### config.mk
export PLATFORM = sky130hd
export DESIGN_NAME = spi_byte_engine
export DESIGN_NICKNAME = d
export VERILOG_FILES = /design/src/rtl/spi_engine_pkg.sv /design/src/rtl/spi_byte_engine_sync_ff.sv /design/src/rtl/spi_byte_engine.sv
export SDC_FILE = /design/constraint.sdc
export NUM_CORES = 1
export LEC_CHECK = 0
export CELL_PAD_IN_SITES_DETAIL_PLACEMENT = 0
export CELL_PAD_IN_SITES_GLOBAL_PLACEMENT = 1
export CORE_AREA = 3 3 71 73
export DETAILED_ROUTE_END_ITERATION = 6
export DIE_AREA = 0 0 74 76
export PLACE_DENSITY = 0.79
export SLEW_MARGIN = 0
export SYNTH_ARGS = -nofsm -noshare
export SYNTH_HDL_FRONTEND = slang
export SYNTH_HIERARCHICAL = 1
export SYNTH_SLANG_ARGS = --single-unit
### constraint.sdc
create_clock -name MB_CLK -period 4.8 [get_ports MB_CLK]
set_input_delay 0.96 -clock MB_CLK [delete_from_list [all_inputs] [get_ports MB_CLK]]
set_output_delay 0.96 -clock MB_CLK [all_outputs]
set_load 0.01 [all_outputs]
### src/rtl/spi_engine_pkg.sv
// Shared types and constants for the SPI byte engine.
package spi_engine_pkg;

    typedef enum logic [1:0] {
        IDLE = 2'd0,
        LOW  = 2'd1,
        HIGH = 2'd2
    } state_e;

    localparam logic SPI_IDLE_MOSI = 1'b1;
    localparam logic SPI_IDLE_SCK  = 1'b0;

    localparam int PHASE_W = 4;
    localparam int BIT_W   = 3;

endpackage

### src/rtl/spi_byte_engine_sync_ff.sv
// Multi-flop synchroniser for an asynchronous level, with selectable reset value.
module sync_ff #(
    parameter int   DEPTH     = 2,
    parameter logic RESET_VAL = 1'b0
) (
    input  logic MB_CLK,
    input  logic RESET,
    input  logic d_i,
    output logic q_o
);

    logic [DEPTH-1:0] chain_q;

    // NOTE: sequential state uses non-blocking assignments so every flop samples pre-edge values.
    always_ff @(posedge MB_CLK or negedge RESET) begin
        if (!RESET) begin
            chain_q <= {DEPTH{RESET_VAL}};
        end else begin
            chain_q <= {chain_q[DEPTH-2:0], d_i};
        end
    end

    assign q_o = chain_q[DEPTH-1];

endmodule

### src/rtl/spi_byte_engine.sv
// Mode-0, MSB-first SPI master: one synchronised CPU write shifts one byte out and one in.
module spi_byte_engine
    import spi_engine_pkg::*;
#(
    parameter int HALF_PERIOD = 2,
    parameter int SYNC_STAGES = 2
) (
    input  logic       MB_CLK,
    input  logic       RESET,
    input  logic       WR_REQ,
    input  logic [7:0] WR_DATA,
    input  logic       CS_REQ,
    input  logic       SPI_MISO,
    output logic       SPI_SCK,
    output logic       SPI_MOSI,
    output logic       SPI_CS,
    output logic       BUSY,
    output logic [7:0] RX_DATA,
    output logic       RX_VALID,
    output logic       OVERRUN
);

    localparam logic [PHASE_W-1:0] PHASE_LAST = PHASE_W'(HALF_PERIOD - 1);
    localparam logic [BIT_W-1:0]   BIT_LAST   = '1;

    logic wr_sync, cs_sync, wr_event;

    sync_ff #(.DEPTH(SYNC_STAGES), .RESET_VAL(1'b0)) u_wr_sync (
        .MB_CLK(MB_CLK), .RESET(RESET), .d_i(WR_REQ), .q_o(wr_sync)
    );

    sync_ff #(.DEPTH(SYNC_STAGES), .RESET_VAL(1'b1)) u_cs_sync (
        .MB_CLK(MB_CLK), .RESET(RESET), .d_i(CS_REQ), .q_o(cs_sync)
    );

    state_e             state_q, state_d;
    logic [PHASE_W-1:0] phase_q, phase_d;
    logic [BIT_W-1:0]   bit_q, bit_d;
    // Holds the seven tx bits still to send; received bits enter at the LSB as they go.
    logic [6:0]         shift_q, shift_d;
    logic               sample_q, sample_d;
    logic               sck_q, sck_d, mosi_q, mosi_d, cs_q, cs_d;
    logic               busy_q, busy_d, rx_valid_q, rx_valid_d, overrun_q, overrun_d;
    logic [7:0]         rx_data_q, rx_data_d;
    logic               wr_prev_q;

    assign wr_event = wr_sync & ~wr_prev_q;

    // NOTE: every always_comb target gets a default first so no path can infer a latch.
    always_comb begin
        state_d    = state_q;
        phase_d    = phase_q;
        bit_d      = bit_q;
        shift_d    = shift_q;
        sample_d   = sample_q;
        sck_d      = sck_q;
        mosi_d     = mosi_q;
        cs_d       = cs_q;
        busy_d     = busy_q;
        rx_data_d  = rx_data_q;
        rx_valid_d = 1'b0;
        overrun_d  = overrun_q;

        // Any write arriving outside IDLE, including on the done edge, is dropped.
        if (wr_event && state_q != IDLE) overrun_d = 1'b1;

        case (state_q)
            IDLE: begin
                cs_d = cs_sync;
                if (wr_event) begin
                    shift_d   = WR_DATA[6:0];
                    mosi_d    = WR_DATA[7];
                    busy_d    = 1'b1;
                    overrun_d = 1'b0;
                    phase_d   = '0;
                    bit_d     = '0;
                    state_d   = LOW;
                end
            end
            LOW: begin
                sck_d = SPI_IDLE_SCK;
                if (phase_q == PHASE_LAST) begin
                    sample_d = SPI_MISO;
                    sck_d    = 1'b1;
                    phase_d  = '0;
                    state_d  = HIGH;
                end else begin
                    phase_d = phase_q + 1'b1;
                end
            end
            HIGH: begin
                sck_d = 1'b1;
                if (phase_q == PHASE_LAST) begin
                    sck_d   = SPI_IDLE_SCK;
                    phase_d = '0;
                    shift_d = {shift_q[5:0], sample_q};
                    bit_d   = bit_q + 1'b1;
                    if (bit_q == BIT_LAST) begin
                        rx_data_d  = {shift_q, sample_q};
                        rx_valid_d = 1'b1;
                        busy_d     = 1'b0;
                        mosi_d     = SPI_IDLE_MOSI;
                        state_d    = IDLE;
                    end else begin
                        mosi_d  = shift_q[6];
                        state_d = LOW;
                    end
                end else begin
                    phase_d = phase_q + 1'b1;
                end
            end
            default: state_d = IDLE;
        endcase
    end

    always_ff @(posedge MB_CLK or negedge RESET) begin
        if (!RESET) begin
            state_q    <= IDLE;
            phase_q    <= '0;
            bit_q      <= '0;
            shift_q    <= '0;
            sample_q   <= 1'b0;
            sck_q      <= SPI_IDLE_SCK;
            mosi_q     <= SPI_IDLE_MOSI;
            cs_q       <= 1'b1;
            busy_q     <= 1'b0;
            rx_data_q  <= 8'h00;
            rx_valid_q <= 1'b0;
            overrun_q  <= 1'b0;
            wr_prev_q  <= 1'b0;
        end else begin
            state_q    <= state_d;
            phase_q    <= phase_d;
            bit_q      <= bit_d;
            shift_q    <= shift_d;
            sample_q   <= sample_d;
            sck_q      <= sck_d;
            mosi_q     <= mosi_d;
            cs_q       <= cs_d;
            busy_q     <= busy_d;
            rx_data_q  <= rx_data_d;
            rx_valid_q <= rx_valid_d;
            overrun_q  <= overrun_d;
            wr_prev_q  <= wr_sync;
        end
    end

    assign SPI_SCK  = sck_q;
    assign SPI_MOSI = mosi_q;
    assign SPI_CS   = cs_q;
    assign BUSY     = busy_q;
    assign RX_DATA  = rx_data_q;
    assign RX_VALID = rx_valid_q;
    assign OVERRUN  = overrun_q;

endmodule
==> flow_summary.json, run 1 <==
{
  "outcome": "completed",
  "grt_pass1_wl_mm": 6.41,
  "grt_pass1_vias": 1351,
  "final_max_slew_viol_count": 0,
  "htreeDepth": 2,
  "p_leak_nw": 0.905,
  "routed_wl_mm": 3.83,
  "die_area_sq_um": 5620,
  "syn_to_final_growth_pct": 21.8,
  "track_usage_pct": 14.9,
  "ys.flop_type": "dfrtp_1",
  "io_pins": 27,
  "antennaDiodeCount": 0,
  "path_class": "register to register",
  "crit_slowest_cell": "nor3b_2",
  "initial_core_util_pct": 39.5,
  "dr.pass1.iters": 4,
  "slew-limit-headroom_pct": 18.3,
  "cp_top_family": "simple AND/OR/NAND/NOR gates",
  "cp_num_buf_inv": 2,
  "fin_crit_ns": 2.61,
  "fin_hold_ws_ns": 0.356,
  "r2r_slack_ns": 2.19,
  "arrival_ns": 2.77,
  "path_max_fanout": 17,
  "drc": 0,
  "ys_types": 38,
  "hold_end": "u_cs_sync/chain_q[1]$_DFF_PN1_",
  "final_net_count": 198,
  "setup_tns_ns": 0,
  "hp-class": "register to register",
  "power.density_nw_per_um2": 497,
  "finalClockSkew_ns": 0.00689,
  "cts_tree": "built",
  "die_x_um": 74,
  "port_buffers": 26,
  "post_cts_resize_count": 0,
  "antenna_found_initial": 0,
  "final_area_sq_um": 2120,
  "cts_root_buf": "clkbuf_8",
  "reg2reg_from": "phase_q[1]$_DFFE_PN0P_",
  "power_mw": 1.05,
  "grt_max_degree": 37,
  "peakVddDrop_v": 0.000247,
  "die_h_um": 76,
  "async_flop_share_pct": 100,
  "endpoint_kind": "register",
  "synth.net_count": 175,
  "coreArea_sq_um": 4410,
  "synth_top_area_share_pct": 46.0,
  "rr_endpoint": "RX_DATA[5]$_DFFE_PN0P_",
  "finalCritPeriodShare_pct": 54.3,
  "min_from": "u_cs_sync/chain_q[0]$_DFF_PN1_",
  "cts_setup_buffers": 0,
  "worst_pin_slew_ns": 1.21,
  "reg2regPathDepth": 6,
  "routed_via_density": 5.68,
  "dp_hpwl_mm": 2.71,
  "cp.required_ns": 4.97,
  "cts_sinks": 36,
  "drive_gt1_share_pct": 13.6,
  "rsz0062_at_grt": "false",
  "vias": 1300,
  "ys_seq_area_share_pct": 52.0,
  "finalSetupViolations": 0,
  "critPathLaunchType": "register",
  "max-cap-violations": 0,
  "netlist_area_sq_um": 1740,
  "final_util_pct": 48.0,
  "clk_transition_reported_paths_ns": 0.06,
  "placed_cell_area_sq_um": 2030,
  "cpPeakStageDelay_ns": 0.68,
  "drt_iter0_drc": 113,
  "yosys.area.top_type": "dfrtp_1",
  "syn_avg_cell_area_sq_um": 11.4,
  "cts-buffers-inserted": 5,
  "regArea_sq_um": 906,
  "core.rowCount": 24,
  "yosys-top-cells-count": "dfrtp_1, nand3_1, inv_1, mux2_2, ha_1",
  "grt_remaining_overflow": 0,
  "synth-seq-cells": 36,
  "whs_path_depth": 0,
  "clock.fmax_mhz": 384,
  "wire_per_inst_um": 16.7,
  "fillCellCount": 402,
  "synth-edff-count": 0,
  "finalHoldViolCount": 0,
  "multi_input_area_sq_um": 751,
  "synth_cells": 153,
  "yosys_warnings": 6,
  "drtAntennaViolNets": 0,
  "synth.area.top_cells": "dfrtp_1, ha_1, mux2_2",
  "synth.most_common_cell": "dfrtp_1",
  "place.gp.congestion": 0.770,
  "clkLatencyLatePin_ns": 0.29,
  "cts_buffer_depth": 2,
  "cts_hold_buf": 0,
  "path_cells": "inv_1 -> ha_1 -> nor3b_2 -> inv_2 -> nor3_4 -> mux2_2"
}
==> layout make-up <==
| cell class | count | area share, % |
|---|---|---|
| flip-flops and latches | 36 | 42.7 |
| multi-input cells | 95 | 35.4 |
| clock buffers | 8 | 4.25 |
| well taps | 52 | 3.07 |
| inverters | 11 | 1.95 |
| repair buffers | 27 | 12.6 |
==> cell families after synthesis <==
logic type / after synthesis / share of synthesized area, %
muxes: 12 / 7.62
DFF: 36 / 52.0
adders and majority gates: 9 / 6.47
buffers and inverters: 22 / 4.88
AOI/OAI and AO/OA: 37 / 17.0
and+or+nand+nor: 37 / 12.0
==> layout by cell type (no fill, tap or decap), types with 2 or more instances in the layout <==
master	instances
a2111oi_0	2
mux2i_1	2
o221ai_1	2
o211ai_1	7
nand2_1	7
a211oi_1	2
dfstp_2	4
o21ai_0	2
nand2b_1	3
clkbuf_1	2
a221oi_1	3
o22ai_1	3
inv_1	10
a32oi_1	7
clkdlybuf4s50_1	26
mux2_2	10
nand3_1	19
clkbuf_8	6
dfrtp_1	32
ha_1	9
==> through the flow <==
step,std cells,worst slack [ns]
floorplan,153,2.96
global placement,221,2.27
detailed placement,221,2.15
CTS,229,2.14
global route,229,1.95
finish,229,2.19
==> flip-flops by register name, summed over array words and instances, names as in the netlist, 2 cells and up, named ones only <==
| register | count |
|---|---|
| state_q | 2 |
| RX_DATA | 8 |
| phase_q | 4 |
| bit_q | 3 |
| u_cs_sync/chain_q | 2 |
| shift_q | 7 |
| u_wr_sync/chain_q | 2 |
==> how the worst max path moves through the flow <==
stage | from | to | slack (ns) | depth (start not counted)
final | phase_q[1]$_DFFE_PN0P_ | RX_DATA[5]$_DFFE_PN0P_ | 2.19 | 6
after global routing | phase_q[1]$_DFFE_PN0P_ | RX_DATA[7]$_DFFE_PN0P_ | 1.95 | 6
after CTS | phase_q[1]$_DFFE_PN0P_ | RX_DATA[5]$_DFFE_PN0P_ | 2.14 | 6
after detailed placement | phase_q[1]$_DFFE_PN0P_ | RX_DATA[5]$_DFFE_PN0P_ | 2.15 | 6
after global placement | phase_q[1]$_DFFE_PN0P_ | RX_DATA[1]$_DFFE_PN0P_ | 2.27 | 6
after floorplan | phase_q[1]$_DFFE_PN0P_ | state_q[0]$_DFFE_PN0P_ | 2.96 | 8
==> power breakdown <==
part	switching, mW	internal [mW]
Combinational	0.221	0.170
Clock	0.101	0.117
Sequential	0.0649	0.381
==> per-layer routing <==
metal	GRT usage (%)	share of wire, %	vias up
li1	-	-	621
met1	19.1	44	643
met2	23.2	50	27
met3	2.51	3.9	9
met4	8.33	2.2	0
met5	0	0	-
Note: power is estimated with default switching activity, not from simulation.
==> inputs of run 2 (changes only) <==
==> constraint.sdc (replaced) <==
create_clock -name MB_CLK -period 2.4 [get_ports MB_CLK]
set_input_delay 0.48 -clock MB_CLK [delete_from_list [all_inputs] [get_ports MB_CLK]]
set_output_delay 0.48 -clock MB_CLK [all_outputs]
set_load 0.01 [all_outputs]
==> run 2 against run 1 <==
  * Clock-buffer cell count is 2 lower
  * Cell area increased by 2.6%
  * Clock power up 140%
  * Setup slack got worse by 1.8 ns
  * Clock skew rose by 0.0067 ns
  * Die area stayed put
  * Sequential share of layout area is 1.1 points lower
  * Register-to-register slack worse by 1.8 ns
  * Maximum frequency up 28%
  * Sequential cell count is the same
  * Routed wire length shrank 3.2%
  * Critical path depth did not move
  * Critical path type unchanged
==> flow_summary.json, run 2 (synthesis results as in run 1) <==
{
  "outcome": "completed",
  "antennaDiodeCount": 0,
  "path_class": "register to register",
  "wire_per_inst_um": 15.8,
  "track_usage_pct": 15.0,
  "final_area_sq_um": 2180,
  "cts_buffer_depth": 2,
  "vias": 1321,
  "die_h_um": 76,
  "fin_hold_ws_ns": 0.351,
  "cp.required_ns": 2.57,
  "fillCellCount": 392,
  "endpoint_kind": "register",
  "routed_via_density": 5.65,
  "slew-limit-headroom_pct": 67.2,
  "fin_crit_ns": 2.04,
  "layout_commonest_cell": "dfrtp_1",
  "port_buffers": 26,
  "cts_tree": "built",
  "clk_transition_reported_paths_ns": 0.07,
  "reg2regPathDepth": 6,
  "post_cts_resize_count": 0,
  "largest_reg_flops": 8,
  "layout_common_cells": "dfrtp_1, clkdlybuf4s50_1, nand3_1",
  "peakVddDrop_v": 0.000532,
  "final_net_count": 203,
  "initial_core_util_pct": 39.5,
  "drt_iter0_drc": 108,
  "final_max_slew_viol_count": 0,
  "finalHoldViolCount": 0,
  "placed_cell_area_sq_um": 2070,
  "place.gp.congestion": 0.782,
  "die_x_um": 74,
  "cts_hold_buf": 0,
  "critPathLaunchType": "register",
  "grt_remaining_overflow": 0,
  "io_pins": 27,
  "coreArea_sq_um": 4410,
  "syn_to_final_growth_pct": 24.9,
  "drc": 0,
  "grt_pass1_vias": 1383,
  "clkLatencyLatePin_ns": 0.29,
  "finalCritPeriodShare_pct": 85.0,
  "setup_tns_ns": 0,
  "final_util_pct": 49.3,
  "cts_setup_buffers": 0,
  "htreeDepth": 2,
  "finalSetupViolations": 0,
  "antenna_found_initial": 0,
  "dr.pass1.iters": 5,
  "core.rowCount": 24,
  "grt_max_degree": 37,
  "die_area_sq_um": 5620,
  "cts-buffers-inserted": 5,
  "hp-class": "register to register",
  "clock.fmax_mhz": 490,
  "drtAntennaViolNets": 0,
  "cts_sinks": 36,
  "path_max_fanout": 14,
  "max-cap-violations": 0,
  "worst_pin_slew_ns": 0.479,
  "drive_gt1_share_pct": 16.5,
  "cts_root_buf": "clkbuf_8",
  "finalClockSkew_ns": 0.0135,
  "power.density_nw_per_um2": 1020,
  "arrival_ns": 2.21,
  "routed_wl_mm": 3.71,
  "dp_hpwl_mm": 2.63,
  "p_leak_nw": 0.941,
  "grt_pass1_wl_mm": 6.62,
  "whs_path_depth": 0,
  "rsz0062_at_grt": "false"
}
==> run 2: through the flow <==
| step | setup slack, ns | instances | power [mW] |
|---|---|---|---|
| 2_1_floorplan | 0.564 | 153 | 1.44 |
| 3_3_place_gp | 0.468 | 226 | 1.69 |
| 3_5_place_dp | 0.350 | 226 | 1.71 |
| 4_1_cts | 0.346 | 234 | 2.24 |
| 5_1_grt | 0.186 | 234 | 2.38 |
| 6_report | 0.359 | 234 | 2.22 |
==> run 2: worst max-delay path, cell delays in order (launching register included) <==
cell      delay, ns
dfrtp_1        0.40
inv_1          0.09
ha_1           0.23
buf_4          0.20
nand2b_1       0.31
and2_1         0.36
o311ai_0       0.35
==> run 2: worst paths after layout <==
kind | start | end | slack (ns)
min in group asynchronous | RESET | shift_q[2]$_DFFE_PN0P_ | 0.59
min reg2reg | u_wr_sync/chain_q[0]$_DFF_PN0_ | u_wr_sync/chain_q[1]$_DFF_PN0_ | 0.35
max reg2reg | state_q[1]$_DFFE_PN0P_ | shift_q[6]$_DFFE_PN0P_ | 0.36
max | state_q[1]$_DFFE_PN0P_ | shift_q[6]$_DFFE_PN0P_ | 0.36
min | u_wr_sync/chain_q[0]$_DFF_PN0_ | u_wr_sync/chain_q[1]$_DFF_PN0_ | 0.35
max in group asynchronous | RESET | u_cs_sync/chain_q[0]$_DFF_PN1_ | 1.44
==> run 2: power by group <==
part | internal (mW) | total, mW | switching (mW)
combinational | 0.370 | 0.815 | 0.446
sequential | 0.761 | 0.886 | 0.125
clock | 0.308 | 0.522 | 0.214
==> run 2: final cells by class <==
class | instances | area (sq um) | area share, %
well taps | 52 | 65.1 | 2.99
multi-input cells | 95 | 751 | 34.5
clock inverters | 2 | 35.0 | 1.61
clock buffers | 6 | 72.6 | 3.34
repair buffers | 32 | 305 | 14.0
inverters | 11 | 41.3 | 1.90
flip-flops and latches | 36 | 906 | 41.6
==> run 2: metal layers <==
metal	track usage [%]	share of wire (%)
met1	21.0	46
met4	4.71	1.2
met3	4.62	3.6
met2	22.0	49
met5	0	0
